==> src/rtl/spi_pkg.sv <==
// Shared types and sizing helpers for the SPI master transfer sequencer.
// Both the sequencer and its bus interface import this package.
package spi_pkg;

  localparam int unsigned DATA_W_DEF = 8;
  localparam int unsigned DIV_W_DEF  = 8;

  typedef enum logic [2:0] {
    IDLE,
    LOAD,
    XFER,
    DONE,
    GAP
  } state_e;

  // Edge counter must hold 2*data_w itself, so one bit more than log2.
  function automatic int unsigned edge_cnt_w(input int unsigned data_w);
    return $clog2(2 * data_w) + 1;
  endfunction

endpackage

==> src/rtl/spi_xfer_sequencer_if.sv <==
// CPU-side byte handshake and SPI pin bundle of the transfer sequencer.
// The master modport is the sequencer; the slave modport is whatever drives it.
interface spi_xfer_sequencer_if
  import spi_pkg::*;
#(
  parameter int unsigned DATA_W = DATA_W_DEF
) ();

  logic              tx_wr;
  logic [DATA_W-1:0] tx_data;
  logic [DATA_W-1:0] rx_data;
  logic              busy;
  logic              sptef_set;
  logic              spif_set;
  logic              modf_set;
  logic              sck;
  logic              mosi;
  logic              miso;
  logic              ss_n;
  logic              ss_in_n;

  modport master (
    input  tx_wr, tx_data, miso, ss_in_n,
    output rx_data, busy, sptef_set, spif_set, modf_set, sck, mosi, ss_n
  );

  modport slave (
    output tx_wr, tx_data, miso, ss_in_n,
    input  rx_data, busy, sptef_set, spif_set, modf_set, sck, mosi, ss_n
  );

endinterface

==> src/rtl/spi_baud_gen.sv <==
// Half-period down-counter: tick fires on the enabled cycle where the count is
// zero, and the counter reloads from div on that same cycle.
module spi_baud_gen #(
  parameter int unsigned DIV_W = 8
) (
  input  logic             clk,
  input  logic             rst,
  input  logic             load,
  input  logic             en,
  input  logic [DIV_W-1:0] div,
  output logic             tick
);

  logic [DIV_W-1:0] cnt_q, cnt_d;

  // NOTE: every output of an always_comb gets a default first; a path that leaves one unassigned infers a latch.
  always_comb begin
    cnt_d = cnt_q;
    tick  = 1'b0;
    if (load) begin
      cnt_d = div;
    end else if (en) begin
      if (cnt_q == '0) begin
        tick  = 1'b1;
        cnt_d = div;
      end else begin
        cnt_d = cnt_q - DIV_W'(1);
      end
    end
  end

  // NOTE: flops use <= so every register updates from pre-edge values regardless of statement order.
  always_ff @(posedge clk) begin
    if (rst) cnt_q <= '0;
    else     cnt_q <= cnt_d;
  end

endmodule

==> src/rtl/spi_xfer_sequencer.sv <==
// Master-mode SPI transfer sequencer: one-byte tx buffer, shifters, SCK/SS_n
// generation and SPTEF/SPIF/MODF event pulses. All outputs are registered.
module spi_xfer_sequencer
  import spi_pkg::*;
#(
  parameter int unsigned DATA_W = DATA_W_DEF,
  parameter int unsigned DIV_W  = DIV_W_DEF
) (
  input  logic                 clk,
  input  logic                 rst,
  input  logic                 spe,
  input  logic                 cpol,
  input  logic                 cpha,
  input  logic                 lsbfe,
  input  logic [DIV_W-1:0]     baud_div,
  spi_xfer_sequencer_if.master bus
);

  localparam int unsigned    ECW   = edge_cnt_w(DATA_W);
  localparam logic [ECW-1:0] EDGES = ECW'(2 * DATA_W);

  state_e            state_q, state_d;
  logic [DATA_W-1:0] tx_buf_q, tx_buf_d, shift_tx_q, shift_tx_d;
  logic [DATA_W-1:0] shift_rx_q, shift_rx_d, rx_data_q, rx_data_d;
  logic [ECW-1:0]    edge_cnt_q, edge_cnt_d;
  logic [DIV_W-1:0]  div_q, div_d;
  logic              tx_full_q, tx_full_d;
  logic              cpol_q, cpol_d, cpha_q, cpha_d, lsbfe_q, lsbfe_d;
  logic              sck_q, sck_d, mosi_q, mosi_d, ss_n_q, ss_n_d, busy_q, busy_d;
  logic              sptef_q, sptef_d, spif_q, spif_d, modf_q, modf_d;
  logic              modf_armed_q, modf_armed_d;
  logic              wr_acc, modf_evt, tick, do_sample, do_shift;

  // A fault fires once per low excursion of ss_in_n.
  assign modf_evt  = spe & ~bus.ss_in_n & modf_armed_q;
  assign wr_acc    = bus.tx_wr & spe & (~tx_full_q | (state_q == LOAD));
  // Edge k = edge_cnt_q+1; odd edges sample when cpha=0, even ones when cpha=1.
  assign do_sample = ~edge_cnt_q[0] ^ cpha_q;
  assign do_shift  = ~do_sample & (edge_cnt_q != '0) & (edge_cnt_q != EDGES - ECW'(1));

  spi_baud_gen #(.DIV_W(DIV_W)) u_baud (
    .clk  (clk),
    .rst  (rst),
    .load ((state_q == LOAD) | (state_q == DONE)),
    .en   ((state_q == XFER) | (state_q == GAP)),
    .div  ((state_q == LOAD) ? baud_div : div_q),
    .tick (tick)
  );

  always_comb begin
    state_d      = state_q;
    tx_buf_d     = tx_buf_q;
    tx_full_d    = tx_full_q;
    shift_tx_d   = shift_tx_q;
    shift_rx_d   = shift_rx_q;
    rx_data_d    = rx_data_q;
    edge_cnt_d   = edge_cnt_q;
    div_d        = div_q;
    cpol_d       = cpol_q;
    cpha_d       = cpha_q;
    lsbfe_d      = lsbfe_q;
    sck_d        = sck_q;
    mosi_d       = mosi_q;
    ss_n_d       = ss_n_q;
    sptef_d      = 1'b0;
    spif_d       = 1'b0;
    modf_armed_d = bus.ss_in_n | (modf_armed_q & ~modf_evt);

    unique case (state_q)
      IDLE: begin
        sck_d  = cpol;
        ss_n_d = 1'b1;
        if (tx_full_q | wr_acc) state_d = LOAD;
      end
      LOAD: begin
        shift_tx_d = tx_buf_q;
        shift_rx_d = '0;
        tx_full_d  = 1'b0;
        sptef_d    = 1'b1;
        ss_n_d     = 1'b0;
        mosi_d     = lsbfe ? tx_buf_q[0] : tx_buf_q[DATA_W-1];
        cpol_d     = cpol;
        cpha_d     = cpha;
        lsbfe_d    = lsbfe;
        div_d      = baud_div;
        sck_d      = cpol;
        edge_cnt_d = '0;
        state_d    = XFER;
      end
      XFER: begin
        if (tick) begin
          if (edge_cnt_q == EDGES) begin
            state_d = DONE;
          end else begin
            sck_d      = ~sck_q;
            edge_cnt_d = edge_cnt_q + ECW'(1);
            if (do_sample) begin
              shift_rx_d = lsbfe_q ? {bus.miso, shift_rx_q[DATA_W-1:1]}
                                   : {shift_rx_q[DATA_W-2:0], bus.miso};
            end
            if (do_shift) begin
              shift_tx_d = lsbfe_q ? (shift_tx_q >> 1) : (shift_tx_q << 1);
              mosi_d     = lsbfe_q ? shift_tx_q[1] : shift_tx_q[DATA_W-2];
            end
          end
        end
      end
      DONE: begin
        rx_data_d = shift_rx_q;
        spif_d    = 1'b1;
        ss_n_d    = 1'b1;
        sck_d     = cpol_q;
        state_d   = GAP;
      end
      GAP: begin
        sck_d  = cpol_q;
        ss_n_d = 1'b1;
        if (tick) state_d = (tx_full_q | wr_acc) ? LOAD : IDLE;
      end
      default: state_d = IDLE;
    endcase

    if (wr_acc) begin
      tx_buf_d  = bus.tx_data;
      tx_full_d = 1'b1;
    end

    // Mode fault and spe=0 share one abort path; only the fault raises modf_set.
    if (!spe || modf_evt) begin
      state_d   = IDLE;
      ss_n_d    = 1'b1;
      sck_d     = cpol;
      tx_full_d = 1'b0;
      spif_d    = 1'b0;
    end
    modf_d = modf_evt;
    busy_d = (state_d != IDLE);
  end

  always_ff @(posedge clk) begin
    if (rst) begin
      state_q      <= IDLE;
      tx_buf_q     <= '0;
      tx_full_q    <= 1'b0;
      shift_tx_q   <= '0;
      shift_rx_q   <= '0;
      rx_data_q    <= '0;
      edge_cnt_q   <= '0;
      div_q        <= '0;
      cpol_q       <= 1'b0;
      cpha_q       <= 1'b0;
      lsbfe_q      <= 1'b0;
      sck_q        <= 1'b0;
      mosi_q       <= 1'b0;
      ss_n_q       <= 1'b1;
      busy_q       <= 1'b0;
      sptef_q      <= 1'b0;
      spif_q       <= 1'b0;
      modf_q       <= 1'b0;
      modf_armed_q <= 1'b1;
    end else begin
      state_q      <= state_d;
      tx_buf_q     <= tx_buf_d;
      tx_full_q    <= tx_full_d;
      shift_tx_q   <= shift_tx_d;
      shift_rx_q   <= shift_rx_d;
      rx_data_q    <= rx_data_d;
      edge_cnt_q   <= edge_cnt_d;
      div_q        <= div_d;
      cpol_q       <= cpol_d;
      cpha_q       <= cpha_d;
      lsbfe_q      <= lsbfe_d;
      sck_q        <= sck_d;
      mosi_q       <= mosi_d;
      ss_n_q       <= ss_n_d;
      busy_q       <= busy_d;
      sptef_q      <= sptef_d;
      spif_q       <= spif_d;
      modf_q       <= modf_d;
      modf_armed_q <= modf_armed_d;
    end
  end

  assign bus.sck       = sck_q;
  assign bus.mosi      = mosi_q;
  assign bus.ss_n      = ss_n_q;
  assign bus.rx_data   = rx_data_q;
  assign bus.busy      = busy_q;
  assign bus.sptef_set = sptef_q;
  assign bus.spif_set  = spif_q;
  assign bus.modf_set  = modf_q;

endmodule

==> src/flat_wrapper.sv <==
// flat-port wrapper written by rule: the top's interface ports become plain ports
module spi_xfer_sequencer_flat import spi_pkg::*;
#(
  parameter int unsigned DATA_W = DATA_W_DEF,
  parameter int unsigned DIV_W  = DIV_W_DEF
)
  (clk, rst, spe, cpol, cpha, lsbfe, baud_div, bus_tx_wr, bus_tx_data, bus_miso, bus_ss_in_n, bus_rx_data, bus_busy, bus_sptef_set, bus_spif_set, bus_modf_set, bus_sck, bus_mosi, bus_ss_n);
  spi_xfer_sequencer_if #(.DATA_W(DATA_W)) bus_i ();
  input  logic clk;
  input  logic rst;
  input  logic spe;
  input  logic cpol;
  input  logic cpha;
  input  logic lsbfe;
  input  logic [DIV_W-1:0] baud_div;
  input wire logic [$bits(bus_i.tx_wr)-1:0] bus_tx_wr;
  input wire logic [$bits(bus_i.tx_data)-1:0] bus_tx_data;
  input wire logic [$bits(bus_i.miso)-1:0] bus_miso;
  input wire logic [$bits(bus_i.ss_in_n)-1:0] bus_ss_in_n;
  output wire logic [$bits(bus_i.rx_data)-1:0] bus_rx_data;
  output wire logic [$bits(bus_i.busy)-1:0] bus_busy;
  output wire logic [$bits(bus_i.sptef_set)-1:0] bus_sptef_set;
  output wire logic [$bits(bus_i.spif_set)-1:0] bus_spif_set;
  output wire logic [$bits(bus_i.modf_set)-1:0] bus_modf_set;
  output wire logic [$bits(bus_i.sck)-1:0] bus_sck;
  output wire logic [$bits(bus_i.mosi)-1:0] bus_mosi;
  output wire logic [$bits(bus_i.ss_n)-1:0] bus_ss_n;
  assign bus_i.tx_wr = bus_tx_wr;
  assign bus_i.tx_data = bus_tx_data;
  assign bus_i.miso = bus_miso;
  assign bus_i.ss_in_n = bus_ss_in_n;
  assign bus_rx_data = bus_i.rx_data;
  assign bus_busy = bus_i.busy;
  assign bus_sptef_set = bus_i.sptef_set;
  assign bus_spif_set = bus_i.spif_set;
  assign bus_modf_set = bus_i.modf_set;
  assign bus_sck = bus_i.sck;
  assign bus_mosi = bus_i.mosi;
  assign bus_ss_n = bus_i.ss_n;
  spi_xfer_sequencer #(.DATA_W(DATA_W), .DIV_W(DIV_W)) u_core (.clk(clk), .rst(rst), .spe(spe), .cpol(cpol), .cpha(cpha), .lsbfe(lsbfe), .baud_div(baud_div), .bus(bus_i));
endmodule
==> config.mk <==
export PLATFORM = sky130hd
export DESIGN_NAME = spi_xfer_sequencer_flat
export DESIGN_NICKNAME = d
export VERILOG_FILES = /design/src/rtl/spi_pkg.sv /design/src/rtl/spi_xfer_sequencer_if.sv /design/src/rtl/spi_baud_gen.sv /design/src/rtl/spi_xfer_sequencer.sv /design/src/flat_wrapper.sv
export SDC_FILE = /design/constraint.sdc
export NUM_CORES = 1
export LEC_CHECK = 0
export CAP_MARGIN = 20
export CORE_ASPECT_RATIO = 0.8
export CORE_MARGIN = 1
export CORE_UTILIZATION = 50
export CTS_CLUSTER_DIAMETER = 60
export CTS_CLUSTER_SIZE = 20
export DETAILED_ROUTE_END_ITERATION = 12
export PLACE_DENSITY = 0.77
export SETUP_SLACK_MARGIN = 0.02
export SLEW_MARGIN = 0
export SYNTH_ARGS = -nofsm -noshare
export SYNTH_HDL_FRONTEND = slang
export SYNTH_SLANG_ARGS = --single-unit
export TNS_END_PERCENT = 1
==> constraint.sdc <==
create_clock -name clk -period 2.4 [get_ports clk]
set_clock_uncertainty 0.15 [all_clocks]
set_input_delay 0.36 -clock clk [delete_from_list [all_inputs] [get_ports clk]]
set_output_delay 0.36 -clock clk [all_outputs]
set_load 0.01 [all_outputs]
Yosys cells after proc, flatten, opt, wreduce, memory -nomap -nowiden

Index checks and enable logic that the tools add are counted.

Register bits: 68
Output and inout bits: 15
Logic and storage cells: 114

Add/sub/neg operators: 2
Equality and inequality tests: 12
Muxes and demuxes: 42
Bitwise logic cells: 19
Reduce and logical (&&, ||, !) cells: 19

Operators by type and width:

| operator              | number |
|---|---|
| $mux W8               | 12 |
| $pmux W8 S2           | 2 |
| $mux W1               | 16 |
| $mux W3               | 5 |
| $pmux W3 S5           | 1 |
| $mux W5               | 2 |
| $pmux W5 S2           | 1 |
| $logic_not A8 Y1      | 1 |
| $reduce_and A4 Y1     | 2 |
| $reduce_bool A2 Y1    | 4 |
| $sub A8 B1 Y8 const B | 1 |
| $and A1 B1 Y1         | 7 |
| $eq A3 B2 Y1 const B  | 2 |
| $ne A2 B1 Y1 const B  | 3 |
| $not A1 Y1            | 6 |
| $reduce_and A3 Y1     | 2 |
| $reduce_or A2 Y1      | 3 |
| $add A5 B1 Y5 const B | 1 |
| $eq A5 B5 Y1 const B  | 1 |
| $ne A5 B4 Y1 const B  | 1 |
| $or A1 B1 Y1          | 5 |
| $reduce_bool A5 Y1    | 1 |
| $pmux W1 S2           | 2 |
| $reduce_bool A4 Y1    | 1 |
| other kinds (12)      | 12 |

Longest topological paths before layout

Depth after elaboration: 9
Depth in mapped cells: 9

Hierarchy

From an unflattened synthesis, not the netlist that was laid out.

Cell total of the unflattened synthesis: 389
Area total of the unflattened synthesis: 3328.2 um2

Modules (own cells, without submodules):

| module             | times used | cells each | area an instance (um2) | seq. area each (um2) |
|---|---|---|---|---|
| spi_xfer_sequencer | 1          | 319        | 2740.1                 | 1201.2 |
| spi_baud_gen       | 1          | 70         | 588.1                  | 160.2 |

Worst setup path after synthesis

Ideal clock, no wire load.

Path kind: reg2reg
Start point: register u_core.u_baud.cnt_q[0]
End point: register u_core.shift_rx_q[0]
Setup time: 0.128 ns
Arrival time: 2.278 ns
Required time: 2.122 ns
Setup slack: -0.156 ns
Stages on the path, launching flop included: 9
Path buffers: 1
Clock period less this slack: 2.556 ns
Cells stage by stage: dfxtp_1 inv_1 ha_1 or4b_1 buf_2 or4_4 a21oi_4 mux2i_1 nor2_1

Longest elaborated chain between the ends: 6

RTL lines:

| item                        | RTL line                  | source |
|---|---|---|
| start, declared             | spi_baud_gen.sv:14        | `logic [DIV_W-1:0] cnt_q, cnt_d;` |
| start signal, assigned      | spi_baud_gen.sv:35        | `else cnt_q <= cnt_d;` |
| $logic_not A8 Y1            | spi_baud_gen.sv:23        | `if (cnt_q == '0) begin` |
| $mux W1                     | spi_baud_gen.sv:23        |  |
| $mux W1                     | spi_baud_gen.sv:22        | `end else if (en) begin` |
| $mux W1                     | spi_baud_gen.sv:20        | `if (load) begin` |
| $ne A2 B1 Y1 (no line)      | --                        |  |
| $reduce_and A4 Y1 (no line) | --                        |  |
| end signal, assigned        | spi_xfer_sequencer.sv:166 | `shift_rx_q <= shift_rx_d;` |
| end, declared               | spi_xfer_sequencer.sv:24  | `logic [DATA_W-1:0] shift_rx_q, shift_rx_d, rx_data_q, rx_data_d;` |

No other way between the ends.
A chain may end at the register's enable or synchronous reset.

Worst setup path in the final report

Start point: register u_core.u_baud.cnt_q[1]
End point: register u_core.shift_rx_q[3]

Same word-level chain as after synthesis.

==> run metrics <==
status=finished, final reports clean; slowest cell on the critical path=or4_4; dpl ws=-0.0107 ns; WP data required=between 2 and 2.5 ns; Horiz. Die Dim=91.1 um; GRT Total Usage=23.3%; Hold EP=u_core.u_baud.cnt_q[7]; met3 usage=7.14%; Final min period=2.39 ns; most frequent cells in the layout=dfxtp_1, nor2_1, mux2i_1; setup violators final=0; Slew HR=a little over two thirds; slack of the worst reg-to-reg path=~0.013 ns; Sum Neg Setup Slack=0 ns; CP max stage delay=roughly 0.52 ns; Highest Clock Rate=between 400 and 500 MHz; IR drop worst, VDD=0.464 mV; setup ws final=between 0.01 and 0.015 ns; Total Nets Final=approximately 450; CP cell instances=inv_2 -> ha_4 -> or4b_4 -> or4_4 -> a21oi_4 -> buf_12 -> mux2i_1 -> nor2_1; Final Hold Fails=0; Power Density=between 700 and 800 nW/um^2; Register-to-Register Path Depth=8; maxcap violations=0; Longest Clk Path Bufs=2; final routed DRC violation total=0; Synth cell types=50; Reg area=around 1400 um^2; First DRT Iteration DRCs=160; RSZ-0062 raised after global routing=true; Setup Crit Path Kind=flop to flop; CTS tree=done; largest net degree at the start of global routing=34; Die Y=~73 um; Post-Syn Instances=~380; CTS Buf Count=9; Leak=between 1 and 1.5 nW; Worst R2R Start=u_core.u_baud.cnt_q[1]; Worst EP arrival=2.47 ns; routability congestion estimate=about 0.81; post-CTS setup repair buffer count=0; multi-input logic area=between 1500 and 2000 um^2; met1 GRT Util=around 30%; Antenna diodes=0; crit start category=flop; crit-path max FO=8; top cells by area, synth=dfxtp_1, mux2i_1, nor2_1; most common library cell in the layout ignoring fill and taps=dfxtp_1; final wirelength=7300 um; total gr overflow=0; top cell type by total area after synthesis=dfxtp_1; Initial Utilization=a little over half; Port Buffer Count=39; fraction of registers with async set/reset=0%; period utilization=99.4%; top cell type's share of synthesized area=between 40 and 50%; Clk pin slew, worst setup/hold paths=0.08 ns; via count=2766; Ys Warns=0; min-delay worst type=input port to flop; synthesized net count=slightly above 400; CTS H-tree lvls=3; Top FF cell, synth=dfxtp_1; wire length per cell=approximately 14 um; sequential-to-total area share from yosys stat=between 40% and 50%; site row count=25; Filler Cells Inserted=515; Mapped Area=~3200 um^2; flops & latches, synth=68; Pre-antenna DRT Iters=5; reg2reg end=u_core.shift_rx_q[3]; Finished Core Util=around 67%; met2 usage=a little under two fifths; Hold Crit Start=rst; CP Capture Type=flop; clk_lat worst skew=about 0.34 ns; GR peak layer=met2; Area Overhead vs Synth=27.0%; vias in the first global route=2607; via density per instance=between 5 and 6; Slew Limit Fails=0; # IOs=40; area of the core=about 6000 um^2; ratio of cells with drive above 1 in the final layout=12.8%; post-DP HPWL=~5100 um; die area=about 6700 um^2; initial antenna violation count=0; CTS root buf=clkbuf_8; first-pass GRT wire length=~12000 um; DRT antenna net count=0; clk sinks=between 60 and 70; worst slew pin tran=around 0.44 ns; Post-synth EDFFs=0; hold path depth=2; Post-Syn Area per Cell=8.47 um^2
-- report_power, final --
| group | switching, mW | leakage [nW] | internal [mW] |
|---|---|---|---|
| clock network | 0.445 | 0.110 | 0.617 |
| registers | 0.0285 | 0.551 | 1.17 |
| logic | 0.288 | 0.761 | 0.291 |
| total | 0.761 | 1.42 | 2.07 |
-- cell usage after synthesis (all sizes together), types with 2 or more instances --
cell type,n
nor4,2
a31oi,2
or3,2
o21ai,11
a21o,2
a21oi,38
nand2,39
clkbuf,20
xor2,2
nand2b,7
buf,5
dfxtp,68
a2bb2oi,2
and3,2
o21a,3
xnor2,4
nor2,57
a32o,2
nor3,11
mux2i,40
ha,4
o22ai,2
nand3,14
inv,7
a311oi,2
nor2b,3
a211o,6
-- how the worst max path moves through the flow --
| stage | from | endpoint | cells past startpoint |
|---|---|---|---|
| floorplan | u_core.u_baud.cnt_q[1] | u_core.shift_rx_q[0] | 8 |
| global placement | u_core.u_baud.cnt_q[1] | u_core.shift_rx_q[0] | 8 |
| detailed placement | u_core.u_baud.cnt_q[1] | u_core.shift_rx_q[3] | 8 |
| CTS | u_core.u_baud.cnt_q[1] | u_core.shift_rx_q[3] | 8 |
| global route | u_core.u_baud.cnt_q[1] | u_core.shift_rx_q[2] | 8 |
| finish | u_core.u_baud.cnt_q[1] | u_core.shift_rx_q[3] | 8 |
-- state kept, by name (all words and copies together) (netlist names), 3 cells and up --
register and flops:
u_core.tx_buf_q 8, u_core.edge_cnt_q 5, u_core.shift_tx_q 8, u_core.div_q 8
u_core.bus.rx_data 8, u_core.u_baud.cnt_q 8, u_core.shift_rx_q 8, u_core.state_q 3
-- worst max-delay path, delay by kind of cell, from the launching register on --
family          cells  cell delay [ns]
fa+ha+maj           1             0.15
buf+inv             2             0.22
mux                 1             0.19
compound gates      1             0.16
flops               1             0.33
simple gates        3             1.07
-- metal layers --
| layer | routed length, um | up-vias |
|---|---|---|
| met5 | 0 | - |
| met4 | 71 | 0 |
| met3 | 360 | 8 |
| met2 | 3350 | 57 |
| met1 | 3520 | 1296 |
| li1 | - | 1405 |
-- through the flow --
stage	cells	hold WS (ns)	total power [mW]	cell area (um^2)
floorplan	375	0.282	1.61	3200
global placement	494	0.291	1.77	3800
detailed placement	494	0.298	1.78	3800
CTS	510	0.107	2.84	4030
global route	510	0.112	2.97	4040
finish	510	0.117	2.84	4040
-- cell families (layout without fill, tap and decap cells) --
group | Yosys count | count (layout) | share of synthesized area [%]
flops | 68 | 68 | 42.8
xor+xnor | 6 | 6 | 1.65
buf+inv | 32 | 86 | 3.90
mux | 41 | 41 | 13.0
simple gates | 145 | 145 | 21.1
fa+ha+maj | 4 | 4 | 1.57
compound gates | 79 | 79 | 16.0
-- area by class of cell --
| type | count | area share (%) |
|---|---|---|
| multi-input combinational | 275 | 42.8 |
| sequential | 68 | 33.8 |
| timing repair buffer | 63 | 14.6 |
| clock buffer | 11 | 3.50 |
| tap | 81 | 2.51 |
| clock inverter | 5 | 2.11 |
| inverter | 7 | 0.651 |
-- what timing repair did --
action	in CTS	in global routing
pin swaps	1	2
resized for setup	1	2
gates cloned	0	0
hold buffers	0	0
endpoints found under the setup margin	10	15
No activity file was read; power rests on OpenSTA's default activity.
